$ cat config.mk
export PLATFORM = sky130hd
export DESIGN_NAME = johnson_phase_tracker
export DESIGN_NICKNAME = d
export VERILOG_FILES = /design/src/rtl/johnson_phase_tracker.sv
export SDC_FILE = /design/constraint.sdc
export NUM_CORES = 1
export LEC_CHECK = 0
export BUFFER_PORTS_ARGS = -buffer_cell sky130_fd_sc_hd__buf_4
export CORE_MARGIN = 5
export CORE_UTILIZATION = 55
export CTS_CLUSTER_SIZE = 25
export DETAILED_ROUTE_END_ITERATION = 8
export PLACE_DENSITY_LB_ADDON = 0.15
export REMOVE_ABC_BUFFERS = 1
export SYNTH_ARGS = -nofsm -noshare
export SYNTH_HDL_FRONTEND = slang
export SYNTH_SLANG_ARGS = --single-unit
$ cat constraint.sdc
create_clock -name clk -period 3 [get_ports clk]
set_input_delay 0.45 -clock clk [delete_from_list [all_inputs] [get_ports clk]]
set_output_delay 0.45 -clock clk [all_outputs]
set_load 0.01 [all_outputs]
$ cat src/rtl/johnson_phase_tracker.sv
// Johnson-counter phase tracker: decodes an 8-bit Johnson code, locks onto in-sequence
// phases and counts completed cycles. Define JOHNSON_TRACKER_ONEHOT_EN to add phase_oh.
module johnson_phase_tracker #(
  parameter int unsigned LOCK_RUN = 4
) (
  input  logic        clk,
  input  logic        rst,
  input  logic        en,
  input  logic [7:0]  q_in,
  input  logic        err_clr,
  output logic [3:0]  phase,
  output logic        phase_valid,
  output logic        locked,
  output logic        err,
  output logic [7:0]  cycle_cnt,
  output logic        wrap
`ifdef JOHNSON_TRACKER_ONEHOT_EN
  ,
  output logic [15:0] phase_oh
`endif
);

  typedef enum logic [1:0] {
    S_UNLOCKED,
    S_ACQUIRE,
    S_LOCKED,
    S_ERROR
  } state_t;

  state_t      state_q, state_d;
  logic [2:0]  run_q, run_d;
  logic [3:0]  prev_q, prev_d;
  logic [3:0]  phase_q, phase_d;
  logic        valid_q, valid_d;
  logic        locked_q, locked_d;
  logic        err_q, err_d;
  logic [7:0]  cnt_q, cnt_d;
  logic        wrap_q, wrap_d;

  logic [3:0]  pop;
  logic [7:0]  q_inv;
  logic        code_legal;
  logic [3:0]  code_phase;
  logic [3:0]  prev_inc;

  // Legal codes are a run of ones anchored at bit 0, or its complement (run anchored at bit 7).
  always_comb begin
    pop = '0;
    for (int unsigned i = 0; i < 8; i++) begin
      pop = pop + 4'(q_in[i]);
    end
    q_inv      = ~q_in;
    code_legal = ((q_in & (q_in + 8'd1)) == '0) || ((q_inv & (q_inv + 8'd1)) == '0);
    if ((q_in == '0) || q_in[0]) begin
      code_phase = pop;
    end else begin
      code_phase = 4'd0 - pop;
    end
  end

  assign prev_inc = prev_q + 4'd1;

  always_comb begin
    state_d = state_q;
    run_d   = run_q;
    prev_d  = prev_q;
    phase_d = phase_q;
    valid_d = valid_q;
    err_d   = err_q;
    cnt_d   = cnt_q;
    wrap_d  = 1'b0;
    if (en) begin
      valid_d = code_legal;
      if (code_legal) begin
        phase_d = code_phase;
      end
      if (err_clr) begin
        state_d = S_UNLOCKED;
        run_d   = '0;
        err_d   = 1'b0;
      end else begin
        case (state_q)
          S_UNLOCKED: begin
            if (code_legal) begin
              state_d = S_ACQUIRE;
              run_d   = 3'd1;
              prev_d  = code_phase;
            end
          end
          S_ACQUIRE: begin
            if (!code_legal) begin
              state_d = S_UNLOCKED;
              run_d   = '0;
            end else if (code_phase == prev_inc) begin
              run_d  = run_q + 3'd1;
              prev_d = code_phase;
              if (run_d == 3'(LOCK_RUN)) begin
                state_d = S_LOCKED;
              end
            end else if (code_phase != prev_q) begin
              run_d  = 3'd1;
              prev_d = code_phase;
            end
          end
          S_LOCKED: begin
            if (code_legal && (code_phase == prev_inc)) begin
              prev_d = code_phase;
              if (prev_q == 4'd15) begin
                cnt_d  = cnt_q + 8'd1;
                wrap_d = 1'b1;
              end
            end else if (!(code_legal && (code_phase == prev_q))) begin
              state_d = S_ERROR;
              err_d   = 1'b1;
            end
          end
          default: begin
            state_d = state_q;
          end
        endcase
      end
    end
    locked_d = (state_d == S_LOCKED);
  end

  always_ff @(posedge clk or negedge rst) begin
    if (!rst) begin
      state_q  <= S_UNLOCKED;
      run_q    <= '0;
      prev_q   <= '0;
      phase_q  <= '0;
      valid_q  <= 1'b0;
      locked_q <= 1'b0;
      err_q    <= 1'b0;
      cnt_q    <= '0;
      wrap_q   <= 1'b0;
    end else begin
      state_q  <= state_d;
      run_q    <= run_d;
      prev_q   <= prev_d;
      phase_q  <= phase_d;
      valid_q  <= valid_d;
      locked_q <= locked_d;
      err_q    <= err_d;
      cnt_q    <= cnt_d;
      wrap_q   <= wrap_d;
    end
  end

  assign phase       = phase_q;
  assign phase_valid = valid_q;
  assign locked      = locked_q;
  assign err         = err_q;
  assign cycle_cnt   = cnt_q;
  assign wrap        = wrap_q;

`ifdef JOHNSON_TRACKER_ONEHOT_EN
  logic [15:0] oh_q;

  always_ff @(posedge clk or negedge rst) begin
    if (!rst) begin
      oh_q <= 16'h0001;
    end else if (en) begin
      oh_q <= code_legal ? (16'h0001 << code_phase) : '0;
    end
  end

  assign phase_oh = oh_q;
`endif

endmodule

# --- Word-level counts from Yosys, hierarchy flattened ---
# Cells that the tools add are included.
# W data, S select, Z words.
classes:
  addsub: 13
  n_eq_ne: 16
  muxes: 31
  bitwise: 4
  n_reduce_logical: 16
ops:
  columns: ["op", "n"]
  rows:
  - ["$add A8 B1 Y8 const B", 3]
  - ["$logic_not A8 Y1", 3]
  - ["$mux W4", 6]
  - ["$add A4 B1 Y4", 4]
  - ["$and A8 B8 Y8", 2]
  - ["$mux W2", 8]
  - ["$mux W3", 5]
  - ["$pmux W4 S3", 1]
  - ["$ne A2 B2 Y1 const B", 5]
  - ["$mux W1", 9]
  - ["$eq A4 B4 Y1", 2]
  - ["$not A8 Y8", 1]
  - ["$reduce_and A4 Y1", 2]
  - ["$reduce_and A7 Y1", 1]
  - ["$ne A3 B3 Y1 const B", 2]
  - ["$pmux W2 S3", 1]
  - ["$pmux W3 S2", 1]
  - ["$reduce_bool A3 Y1", 2]
  - ["$ne A5 B5 Y1 const B", 1]
  - ["$reduce_and A5 Y1", 1]
  - ["$add A3 B1 Y4", 1]
  - ["$add A4 B1 Y4 const B", 1]
  - ["$eq A2 B2 Y1 const B", 2]
  - ["$eq A4 B4 Y1 const B", 1]
  - ["other kinds (13)", 15]
word_totals:
  register_bits: 25
  in_bits: 12

# --- Longest topological paths before layout ---
logic_depth:
  word_depth: 17
  mapped_depth: 16

# --- Least setup slack after synthesis ---
# No wires, ideal clock.
synth_timing:
  path_kind: "in2reg"
  from: "input q_in[0]"
  to: "register prev_q[0]"
  setup_time_ns: 0.125
  arrival_time_ns: 4.598
  required_ns: 2.875
  path_slack_ns: -1.723
  stages: 15
  path_buffers: 0
  cell_sequence: "inv_1 fa_1 fa_1 fa_1 inv_1 ha_1 fa_1 nor3b_1 nand3_1 and2_1 a32o_2 or3_4 a21oi_4 o211a_1 mux2_2"
synth_between:
  elab_chain_len: 13
  word_cells_on_any_way: 33
  classes_between: "add/sub (10); eq/ne (6); mux (7); bitwise (3); reduce/logical (7)"
synth_lines:
  columns: ["item", "line_no", "text"]
  rows:
  - ["start, declared", "9", "input logic [7:0] q_in,"]
  - ["$add A1 B1 Y2", "50", "pop = pop + 4'(q_in[i]);"]
  - ["$add A2 B1 Y3", "50", null]
  - ["$add A3 B1 Y4", "50", null]
  - ["$add A4 B1 Y4 (4 in a row)", "50", null]
  - ["$sub A1 B4 Y4", "57", "code_phase = 4'd0 - pop;"]
  - ["$mux W4", "54", "if ((q_in == '0) || q_in[0]) begin"]
  - ["$eq A4 B4 Y1 / $mux W4 (equally long branches)", "94, 106, 100", null]
  - ["$mux W4 / $logic_and A1 B1 Y1 (equally long branches)", "94, 106", null]
  - ["$mux W4 / $ne A2 B2 Y1 (equally long branches)", null, null]
  - ["$pmux W4 S3 / $reduce_and A7 Y1 (equally long branches)", null, null]
  - ["end signal, assigned", "140", "prev_q <= prev_d;"]
  - ["end, declared", "32", "logic [3:0] prev_q, prev_d;"]
# Parallel ways exist; a longest one is shown, timed or not. The select of a mux whose other input is x is not followed.
# A chain may end at the register's enable or synchronous reset.

# --- Worst setup path in the final report ---
layout_timing:
  from: "input q_in[0]"
  to: "register prev_q[3]"
# The elaborated chain is that of the path after synthesis.

==> flow_summary.ini <==
[synthesis]
synthesis.area_mm2 = 0.00186
ys_seq_elements = 25
netlist_instances = 189
synth_ff_type = dfrtp_1
synth-async-reset-ratio_pct = 100
yosysWarnings = 0
ys_types = 51
ys_seq_area_share_pct = 33.6
synth_area_per_cell_um2 = 9.84
synth-edff-count = 0

[cells_and_area]
syn_to_final_growth_pct = 40.3
drive_gt1_share_pct = 41.5
nets = 287
n_antenna_cell = 0
fin_cells = 304

[sta]
slew_viol_final = 0
slew_headroom_pct = 72.4
max_freq_mhz = 221
setup_violations = 23
fin_crit_sh_pct = 151
tightestPinTransition_ps = 410
hold_viol_final = 0
period_needed_ps = 4530
fin_skew_ps = 3.93
fin_ws_ps = -1530
rsz0062_at_grt = yes
fin_worst_hold_slack_ps = 363

[route]
post_drt_via_cell_ratio = 5.51
vias = 1674
drc_errors = 0
ant_nets = 0
wl_um = 4670
drt_iter0_drc = 100
detail_route.wl_per_cell_um = 15.4
firstDrtPassIters = 4

[min_path]
worstHoldPathCells = 2
hold_end = locked
hp-start = en
hold_path_class = input pin to flip-flop

[setup_path]
crit_type = input pin to flip-flop
r2r_cells = 8
crit_arrival_ps = 4780
startpoint = q_in[0]
start_kind = input pin
timing.rr.start = prev_q[3]
crit_fanout = 4
crit_required_ps = 3240
rr_endpoint = prev_q[3]
r2r_slack_ps = 760
end_kind = flip-flop

[cts]
clk_pin_slew_ps = 150
clk_latency_ps = 340
root_buffer = clkbuf_4
cts_buffer_depth = 2
cts_tree = built
htreeDepth = 1
cts_sinks = 25
cts_buffers = 3

[floorplan]
io-pin-count = 28
die_h_um = 68.1
core_area_mm2 = 0.00331
die_w_um = 68.1
row_count = 21
start_util_pct = 56.2
dieArea_mm2 = 0.00464

[placement]
gp_congestion = 0.961
place_inst = 294
io_buffer_count = 27
dp_hpwl_um = 3370

[run_status]
violations = setup timing
status = finished, violations left

[pwr]
finalPower_mw = 1.67
p_sw_mw = 0.682
cellLeakagePower_nw = 1.24
p_int_mw = 0.985
switching_share_pct = 40.9
seq_power_share_pct = 26.9
power_frac_clock_pct = 9.9
power_density_mw_per_mm2 = 639
comb_power_share_pct = 63.2
peakVddDrop_mv = 0.417

[grt]
antenna_found_initial = 0
grt_usage_pct = 22.0
first_global_vias = 1749
grt_pass1_wl_um = 7720
grt_start_max_net_pins = 26
grt.overflow.total = 0

[run]
cap_viol_max_count = 0
critical path, stage by stage:
cell and delay, ps:
buf_8 80, inv_4 30, fa_1 550, fa_1 450, fa_1 520, inv_2 50
ha_4 160, fa_2 490, buf_6 140, nor3b_4 190, nand3_1 120, and2_1 180
a32o_2 280, buf_12 130, mux2i_4 290, a21oi_4 110, o211a_4 270, mux2_4 300
cells in the final DEF, fill, tap and decap left out, types with 4 or more instances in the layout:
cell,count
dfrtp_1,25
a21oi_1,8
buf_6,6
nor2_1,9
nand2_1,14
o21ai_0,5
nand4_1,5
and3_1,4
inv_1,18
buf_4,60
ha_1,10
nand2b_1,4
xnor2_1,9
mux2_4,5
nand3_1,4
cell families after synthesis:
| kind of cell | count (synthesis) | share of synthesized area [%] |
|---|---|---|
| and+or+nand+nor | 60 | 18.5 |
| DFF | 25 | 33.6 |
| AOI/OAI and AO/OA | 38 | 15.8 |
| buffers and inverters | 25 | 5.05 |
| adders and majority gates | 16 | 12.4 |
| muxes | 11 | 7.27 |
| xor gates and xnor gates | 14 | 7.34 |
area by class of cell:
type,instances,area (µm²)
Fill cell,231,702
Timing Repair Buffer,69,563
Clock inverter,1,7.51
Inverter,21,83.8
Sequential cell,25,626
Multi-Input combinational cell,139,1250
Tap cell,46,57.6
Clock buffer,3,22.5
stage by stage:
step / utilization (%) / TNS [ps] / worst slack [ps] / area [µm²]
finish: 78.8 / -30320 / -1530 / 2610
global route: 78.8 / -33460 / -1650 / 2610
CTS: 77.4 / -28720 / -1450 / 2560
detailed placement: 71.7 / -40080 / -1960 / 2370
global placement: 71.7 / -38140 / -1870 / 2370
floorplan: - / -33230 / -1720 / 1840
repair_timing:
action                                  in CTS  in global routing
pin swaps                                    6                  5
cloned                                       0                  0
endpoints found under the setup margin      23                 23
hold endpoints to repair                    23                  0
hold buffers                                 1                  0
setup buffers                                4                  1
resized for setup                           26                 11
power by group through the flow:
stage                     logic [mW]  clock network (mW)  registers (mW)
after floorplan                0.504                   0           0.452
after global placement         0.810                   0           0.450
after detailed placement       0.839                   0           0.453
after CTS                      0.995               0.165           0.446
after global routing            1.13               0.176           0.454
final                           1.05               0.165           0.448
cells in the mapped netlist (2+ instances only):
master    instances  share of area [%]
mux2i_1           3                1.6
inv_1            21                4.2
nor4_1            2               0.67
a21oi_1           8                2.2
o21a_1            2               0.81
nand4_1           5                1.7
ha_1             12                8.1
fa_1              4                4.3
mux2_2            6                3.6
xnor2_1          10                4.7
nor2_1            9                1.8
nand2b_1          4                1.3
o21ai_0           6                1.6
nor3b_1           3                1.2
and3_1            4                1.3
nor3_1            2               0.54
clkbuf_1          4               0.81
nand3_1           6                1.6
nand2_1          16                3.2
xor2_1            3                1.4
dfrtp_1          25                 34
and2_1            2               0.67
o22ai_1           2               0.67
a211oi_1          3                1.2
flip-flops by register name, summed over array words and instances, names as in the netlist:
signal       flops
prev_q           4
phase            4
locked           1
cycle_cnt        8
phase_valid      1
run_q            3
state_q          2
err              1
wrap             1
routing by layer:
| metal | part of all wire (%) | vias up | global-route usage [%] | wire length [µm] |
|---|---|---|---|---|
| li1 | - | 811 | - | - |
| met1 | 39 | 806 | 24.7 | 1830 |
| met2 | 55 | 48 | 41.9 | 2560 |
| met3 | 3.4 | 9 | 1.97 | 161 |
| met4 | 2.3 | 0 | 8.93 | 107 |
| met5 | 0 | - | 0 | 0 |
how the worst max path moves through the flow:
stage,to,depth (start not counted),slack (ps)
after floorplan,prev_q[0],15,-1720
after global placement,prev_q[3],17,-1870
after detailed placement,prev_q[3],17,-1960
after CTS,prev_q[0],16,-1450
after global routing,cycle_cnt[7],18,-1650
final,prev_q[3],18,-1530
Power figures use the tool's default switching activity.
